[config.mk]
export PLATFORM = sky130hd
export DESIGN_NAME = run_sequencer_flat
export DESIGN_NICKNAME = d
export VERILOG_FILES = /design/src/rtl/run_sequencer_if.sv /design/src/rtl/run_sequencer.sv /design/src/flat_wrapper.sv
export SDC_FILE = /design/constraint.sdc
export NUM_CORES = 1
export LEC_CHECK = 0
export BUFFER_PORTS_ARGS = -buffer_cell sky130_fd_sc_hd__buf_2
export CAP_MARGIN = 20
export CELL_PAD_IN_SITES_DETAIL_PLACEMENT = 1
export CELL_PAD_IN_SITES_GLOBAL_PLACEMENT = 2
export CORE_AREA = 2 2 67 69
export DETAILED_ROUTE_END_ITERATION = 16
export DIE_AREA = 0 0 69 71
export PLACE_DENSITY = 0.83
export SLEW_MARGIN = 5
export SYNTH_ARGS = -nofsm -noshare
export SYNTH_HDL_FRONTEND = slang
export SYNTH_SLANG_ARGS = --single-unit
export TNS_END_PERCENT = 50
[constraint.sdc]
create_clock -name clk -period 3.2 [get_ports clk]
set_clock_uncertainty 0.1 [all_clocks]
set_input_delay 0.48 -clock clk [delete_from_list [all_inputs] [get_ports clk]]
set_output_delay 0.48 -clock clk [all_outputs]
set_load 0.005 [all_outputs]
[src/rtl/run_sequencer_if.sv]
// run_sequencer_if
//   Groups the run handshake and the instruction-side signals of the
//   run sequencer.
//   Ports (signals):
//     req           host -> sequencer   run request, level-sampled
//     ack           sequencer -> host   run complete, level
//     timeout       sequencer -> host   last run ended by the watchdog
//     halt          decoder -> sequencer  instruction at pc is halt
//     branch_taken  decoder -> sequencer  branch at pc is taken
//     branch_target LUT -> sequencer    absolute branch target
//     pc            sequencer -> ROM    address executing this cycle
//     run           sequencer -> core   write enable for regfile/dmem
//   Handshake: the host raises req; one start happens per rising period of
//   req (req must be seen low between runs). ack stays high from the end
//   of a run until the next start edge and drops the cycle after it.
interface run_sequencer_if #(
  parameter int PW = 10
);
  logic          req;
  logic          ack;
  logic          timeout;
  logic          halt;
  logic          branch_taken;
  logic [PW-1:0] branch_target;
  logic [PW-1:0] pc;
  logic          run;

  // Host/core side.
  modport master (
    output req, halt, branch_taken, branch_target,
    input  ack, timeout, pc, run
  );

  // Sequencer side.
  modport slave (
    input  req, halt, branch_taken, branch_target,
    output ack, timeout, pc, run
  );
endinterface

[src/rtl/run_sequencer.sv]
// run_sequencer
//   Owns the program counter. Starts execution on a host request, steps
//   or branches the pc each RUN cycle, and stops on a halt instruction or
//   on watchdog expiry, then holds ack until the next request.
//   Ports:
//     clk        single clock, rising edge
//     reset      asynchronous, active-high
//     bus        run_sequencer_if.slave (req/ack/timeout/halt/branch/pc/run)
//     dbg_state  current FSM state (0 IDLE, 1 RUN, 2 DONE)
module run_sequencer #(
  parameter int PW         = 10,
  parameter int START_ADDR = 0,
  parameter int WD_LIMIT   = 1023
) (
  input  logic            clk,
  input  logic            reset,
  run_sequencer_if.slave  bus,
  output logic [1:0]      dbg_state
);

  localparam int WDW = (WD_LIMIT < 2) ? 1 : $clog2(WD_LIMIT + 1);
  // Count value during the last permitted RUN cycle.
  localparam logic [WDW-1:0] WD_LAST = WDW'((WD_LIMIT == 0) ? 0 : WD_LIMIT - 1);
  localparam logic [PW-1:0]  PC_RST  = PW'(START_ADDR);

  typedef enum logic [1:0] {
    IDLE = 2'd0,
    RUN  = 2'd1,
    DONE = 2'd2
  } state_t;

  state_t         state_q, state_d;
  logic [PW-1:0]  pc_q, pc_d;
  logic           ack_q, ack_d;
  logic           to_q, to_d;
  logic           armed_q, armed_d;
  logic [WDW-1:0] wd_q, wd_d;
  logic           wd_hit;

  always_ff @(posedge clk or posedge reset) begin
    if (reset) begin
      state_q <= IDLE;
      pc_q    <= PC_RST;
      ack_q   <= 1'b0;
      to_q    <= 1'b0;
      armed_q <= 1'b1;
      wd_q    <= '0;
    end else begin
      state_q <= state_d;
      pc_q    <= pc_d;
      ack_q   <= ack_d;
      to_q    <= to_d;
      armed_q <= armed_d;
      wd_q    <= wd_d;
    end
  end

  assign wd_hit = (WD_LIMIT != 0) && (wd_q == WD_LAST);

  always_comb begin
    state_d = state_q;
    pc_d    = pc_q;
    ack_d   = ack_q;
    to_d    = to_q;
    wd_d    = wd_q;
    // Any edge with req low re-arms, so a held req yields one run only.
    armed_d = bus.req ? armed_q : 1'b1;

    case (state_q)
      IDLE, DONE: begin
        if (bus.req && armed_q) begin
          state_d = RUN;
          ack_d   = 1'b0;
          to_d    = 1'b0;
          wd_d    = '0;
          armed_d = 1'b0;
        end
      end
      RUN: begin
        // Halt outranks a simultaneous taken branch.
        if (!bus.halt && bus.branch_taken) pc_d = bus.branch_target;
        else                               pc_d = pc_q + PW'(1);

        if (bus.halt) begin
          state_d = DONE;
          ack_d   = 1'b1;
          to_d    = 1'b0;
        end else if (wd_hit) begin
          state_d = DONE;
          ack_d   = 1'b1;
          to_d    = 1'b1;
        end else begin
          wd_d = wd_q + WDW'(1);
        end
      end
      default: state_d = IDLE;
    endcase
  end

  assign bus.pc      = pc_q;
  assign bus.ack     = ack_q;
  assign bus.timeout = to_q;
  // The halt instruction itself performs no writes.
  assign bus.run     = (state_q == RUN) && !bus.halt;
  assign dbg_state   = state_q;

endmodule
[src/flat_wrapper.sv]
// flat-port wrapper written by rule: the top's interface ports become plain ports
module run_sequencer_flat 
#(
  parameter int PW         = 10,
  parameter int START_ADDR = 0,
  parameter int WD_LIMIT   = 1023
)
  (clk, reset, dbg_state, bus_req, bus_halt, bus_branch_taken, bus_branch_target, bus_ack, bus_timeout, bus_pc, bus_run);
  run_sequencer_if #(.PW(PW)) bus_i ();
  input  logic clk;
  input  logic reset;
  output logic [1:0] dbg_state;
  input wire logic [$bits(bus_i.req)-1:0] bus_req;
  input wire logic [$bits(bus_i.halt)-1:0] bus_halt;
  input wire logic [$bits(bus_i.branch_taken)-1:0] bus_branch_taken;
  input wire logic [$bits(bus_i.branch_target)-1:0] bus_branch_target;
  output wire logic [$bits(bus_i.ack)-1:0] bus_ack;
  output wire logic [$bits(bus_i.timeout)-1:0] bus_timeout;
  output wire logic [$bits(bus_i.pc)-1:0] bus_pc;
  output wire logic [$bits(bus_i.run)-1:0] bus_run;
  assign bus_i.req = bus_req;
  assign bus_i.halt = bus_halt;
  assign bus_i.branch_taken = bus_branch_taken;
  assign bus_i.branch_target = bus_branch_target;
  assign bus_ack = bus_i.ack;
  assign bus_timeout = bus_i.timeout;
  assign bus_pc = bus_i.pc;
  assign bus_run = bus_i.run;
  run_sequencer #(.PW(PW), .START_ADDR(START_ADDR), .WD_LIMIT(WD_LIMIT)) u_core (.clk(clk), .reset(reset), .bus(bus_i), .dbg_state(dbg_state));
endmodule
; ---- Yosys cells after proc, flatten, opt, wreduce, memory -nomap -nowiden
; Cells that the tools add are included.
; W data, S select, Z words.
[word_totals]
out_inout_bits = 15
register_bits = 25
elab_cells = 43
inputBits = 15
[op_classes]
mux = 18
eq_ne = 7
addsub = 2
n_reduce_logical = 10
[op_table]
columns = op, count
row1 = $mux W10, 4
row2 = $add A10 B1 Y10 const B, 2
row3 = $pmux W10 S2, 1
row4 = $eq A10 B10 Y1 const B, 1
row5 = $mux W1, 7
row6 = $mux W2, 3
row7 = $ne A2 B2 Y1 const B, 2
row8 = $pmux W1 S2, 2
row9 = $pmux W2 S2, 1
row10 = $reduce_and A4 Y1, 1
row11 = $logic_and A1 B1 Y1, 3
row12 = $ne A3 B2 Y1 const B, 1
row13 = $reduce_and A3 Y1, 1
row14 = $eq A2 B1 Y1 const B, 1
row15 = $eq A2 B2 Y1 const B, 1
row16 = $logic_not A2 Y1, 1
row17 = $ne A2 B1 Y1 const B, 1
row18 = $reduce_and A2 Y1, 1
row19 = $reduce_bool A2 Y1, 1
row20 = $reduce_or A2 Y1, 1
row21 = $logic_not A1 Y1, 1

; ---- Longest topological paths before layout
[logic_depth]
word_depth = 4
ltp_mapped = 7
mapped_depth_nobuf = 7

; ---- Least setup slack after synthesis
; No wires, ideal clock.
[synth_timing]
kind = flip-flop to flip-flop
from = register u_core.wd_q[0]
to = register u_core.wd_q[5]
arrival_time_ns = 1.397
synth_period_minus_slack_ns = 1.621
required_time_ns = 2.976
setup_time_ns = 0.124
path_slack_ns = 1.579
path_stages_with_launch = 7
path_buffers = 0
path_cell_list = dfrtp_1 -> inv_1 -> ha_1 -> nand4_1 -> o31ai_4 -> nor3_1 -> a211o_1
[synth_via]
elab_chain_cells = 4
elab_cells_between_ends = 7
cone_classes = add/sub: 1 / eq/ne: 2 / mux: 3 / reduce/logical: 1
[synth_rtl]
columns = item, line_no
row1 = start: declaration, run_sequencer.sv:37  ; logic [WDW-1:0] wd_q, wd_d;
row2 = start signal: assignment, run_sequencer.sv:54  ; wd_q <= wd_d;
row3 = $add A10 B1 Y10, run_sequencer.sv:93  ; wd_d = wd_q + WDW'(1);
row4 = $mux W10, run_sequencer.sv:88  ; end else if (wd_hit) begin
row5 = $mux W10, run_sequencer.sv:84  ; if (bus.halt) begin
row6 = $pmux W10 S2, run_sequencer.sv:69  ; case (state_q)
; Parallel ways exist; a longest one is shown, timed or not. The select of a mux whose other input is x is not followed.
; A chain may end at the register's enable or synchronous reset.

; ---- Worst setup path after layout
[layout_timing]
from = register u_core.state_q[1] (netlist: u_core.dbg_state[1])
to = output bus_run
[layout_via]
elab_chain_cells = 2
[layout_rtl]
columns = item, line_no
row1 = start: declaration, run_sequencer.sv:32  ; state_t state_q, state_d;
row2 = start signal: assignment, run_sequencer.sv:49  ; state_q <= state_d;
row3 = $eq A2 B1 Y1, run_sequencer.sv:104  ; assign bus.run = (state_q == RUN) && !bus.halt;
row4 = $logic_and A1 B1 Y1, run_sequencer.sv:104
row5 = end: declaration, flat_wrapper.sv:20  ; output wire logic [$bits(bus_i.run)-1:0] bus_run;
; No other way between the ends.

==> impl_metrics.env <==
export IMPL_status="finished, final reports clean"
export IMPL_dpl_hpwl_mm=2.94
export IMPL_track_usage_pct=17.2
export IMPL_start_util_pct=33.8
export IMPL_ys_seq_area_share_pct=44.1
export IMPL_power_frac_seq_pct=46.6
export IMPL_die_y_um=71
export IMPL_clk_pin_slew_ns=0.09
export IMPL_nFillCells=507
export IMPL_slew_violations=0
export IMPL_synth_area_leader_cell="dfrtp_1"
export IMPL_seqCellArea_sq_um=627
export IMPL_reg2reg_from="u_core.dbg_state[1]$_DFFE_PP0P_"
export IMPL_ctsHoldBuffers=0
export IMPL_synthXorXnorAreaFrac_pct=0
export IMPL_worst_slew_pin_transition_ns=0.688
export IMPL_portBuffers=29
export IMPL_place_gp_congestion=0.834
export IMPL_hold_violations=0
export IMPL_synth_area_per_cell_sq_um=9.18
export IMPL_synth_most_common_cell="dfrtp_1"
export IMPL_setup_worst_path_start="u_core.dbg_state[1]$_DFFE_PP0P_"
export IMPL_synth_enable_flop_cells=0
export IMPL_firstDrtPassIters=4
export IMPL_netlist_top_cells_count="dfrtp_1, nand2_1, a21oi_1"
export IMPL_critPathKind="flip-flop to output pin"
export IMPL_core_area_sq_um=4200
export IMPL_multi_input_area_sq_um=744
export IMPL_grt_pass1_vias=1399
export IMPL_drt_wl_total_mm=3.93
export IMPL_yosys_area_share_simple_pct=26.1
export IMPL_switchingPower_w=0.000468
export IMPL_fin_tns_setup_ns=0
export IMPL_cts_made_buffers=3
export IMPL_clk_latency_ns=0.27
export IMPL_grt_max_degree=26
export IMPL_synth_top_family_by_area="simple AND/OR/NAND/NOR gates"
export IMPL_cts_buffer_depth=2
export IMPL_antennaDiodeCount=0
export IMPL_max_cap_violations=0
export IMPL_cp_arrival_ns=1.61
export IMPL_yosys_warnings=0
export IMPL_synth_cell_types=48
export IMPL_cts_setup_buffers=0
export IMPL_dieArea_sq_um=4900
export IMPL_power_leakage_nw=0.795
export IMPL_critPathRequiredTime_ns=2.62
export IMPL_syn_instance_count=155
export IMPL_num_vias=1328
export IMPL_final_nets=201
export IMPL_cts_resized=0
export IMPL_synth_top_cell_area_share_pct=42.2
export IMPL_setup_viol=0
export IMPL_fin_crit_ns=2.19
export IMPL_htree_levels=1
export IMPL_pin_count=30
export IMPL_power_frac_comb_pct=36.9
export IMPL_synthMuxAreaShare_pct=1.41
export IMPL_antenna_found_initial=0
export IMPL_cp_max_fo=22
export IMPL_via_per_inst=5.68
export IMPL_rsz0062_at_grt="false"
export IMPL_cts_root_buf="clkbuf_8"
export IMPL_num_rows=24
export IMPL_cts_tree="built"
export IMPL_worstSetupStartpointType="flip-flop"
export IMPL_vdd_drop_max_v=0.000328
export IMPL_area_delta_synth_final_pct=17.7
export IMPL_syn_nets=173
export IMPL_netlist_area_sq_um=1420
export IMPL_worst_slew_margin_rel_pct=54.1
export IMPL_grt_pass1_wl_mm=6.94
export IMPL_hp_class="primary input to asynchronous set/reset pin"
export IMPL_drtIter0Drc=74
export IMPL_synth_area_top_cells="dfrtp_1, a21oi_1, nand3_1"
export IMPL_power_density_nw_per_um2=691
export IMPL_drive_gt1_share_pct=25.3
export IMPL_r2r_end="u_core.wd_q[7]$_DFFE_PP0P_"
export IMPL_chipWidth_um=69
export IMPL_wl_per_cell_um=16.8
export IMPL_crit_path_end_kind="output pin"
export IMPL_p_int_w=0.000688
export IMPL_fmax_mhz=457
export IMPL_period_share_pct=68.4
export IMPL_synth_seq_cells=25
export IMPL_power_w=0.00116
export IMPL_synth_compound_area_share_pct=22.2
export IMPL_synthAdderAreaFrac_pct=2.64
export IMPL_drc=0
export IMPL_ff2ff_path_depth=6
export IMPL_synth_async_reset_ratio_pct=100
export IMPL_clkPwrFrac_pct=16.5
export IMPL_reg2reg_slack_ns=1.23
export IMPL_grt_remaining_overflow=0
export IMPL_ant_nets=0
export IMPL_synth_top_flop_cell="dfrtp_1"
export IMPL_clock_sinks=25
export IMPL_netSwitchingFraction_pct=40.5
-- cell type report --
cell class | instances | share of cell area [%]
Tap cell | 52 | 3.89
Inverter | 5 | 1.20
Timing Repair Buffer | 30 | 10.3
Sequential cell | 25 | 37.4
Multi-Input combinational cell | 118 | 44.5
Clock buffer | 4 | 2.69
-- power by group through the flow --
stage          logic [W]  registers, W  clock network, W
3_5_place_dp    0.000428      0.000545                 0
3_3_place_gp    0.000407      0.000535                 0
2_1_floorplan   0.000274      0.000524                 0
4_1_cts         0.000430      0.000538          0.000199
6_report        0.000426      0.000539          0.000190
5_1_grt         0.000487      0.000561          0.000218
-- cells in the final DEF (no fill, tap or decap), drive strengths merged, types with 2 or more instances in the layout --
master,count
nand4,4
and4,2
inv,4
o22ai,3
nor3,6
o31ai,2
dfrtp,24
buf,30
a221o,2
and3,6
ha,3
a211o,3
clkbuf,4
a21oi,15
nor4,2
nand3,14
o21a,2
nand2b,3
nand2,16
mux2i,2
o21ai,6
nor2,10
-- worst max path at each step --
| stage | to | slack, ns | cells after the start |
|---|---|---|---|
| final | bus_run | 1.01 | 4 |
| after global routing | bus_run | 0.89 | 4 |
| after CTS | bus_run | 1.01 | 4 |
| after detailed placement | u_core.bus.pc[9]$_DFFE_PP0P_ | 1.22 | 5 |
| after global placement | u_core.bus.pc[9]$_DFFE_PP0P_ | 1.30 | 5 |
| after floorplan | u_core.wd_q[5]$_DFFE_PP0P_ | 1.58 | 6 |
-- sequential cells by signal, summed over array words and instances, names as in the netlist --
signal / cells
u_core.bus.pc: 10
u_core.bus.ack: 1
u_core.dbg_state: 2
u_core.wd_q: 10
u_core.bus.timeout: 1
u_core.armed_q: 1
-- per-stage QoR --
stage          hold slack (ns)  utilization [%]  cell area, sq um  instances  setup WS (ns)
2_1_floorplan            0.348                -              1420        155           1.58
3_3_place_gp             0.357             38.1              1600        229           1.30
3_5_place_dp             0.360             38.1              1600        229           1.22
4_1_cts                  0.242             39.2              1650        233           1.01
5_1_grt                 0.0662             39.8              1670        234          0.889
6_report                0.0623             39.8              1670        234           1.01
-- layer usage --
layer  up-vias  wire length (um)  GRT usage, %
met5         -                 0             0
met4         0                41          4.58
met3         4               131          3.13
met2        29              2030          29.5
met1       663              1730          22.3
li1        632                 -             -
-- worst max-delay path, stage by stage (launching register included) --
cell and delay [ns]:
dfrtp_1 0.42, and2b_2 0.48, nand2b_2 0.19, clkinv_2 0.13, buf_2 0.12
-- cell families after synthesis --
logic type,count (synthesis)
buffers and inverters,12
and+or+nand+nor,69
muxes,2
DFF,25
adders and majority gates,3
AOI/OAI and AO/OA,44
Power figures use the tool's default switching activity.
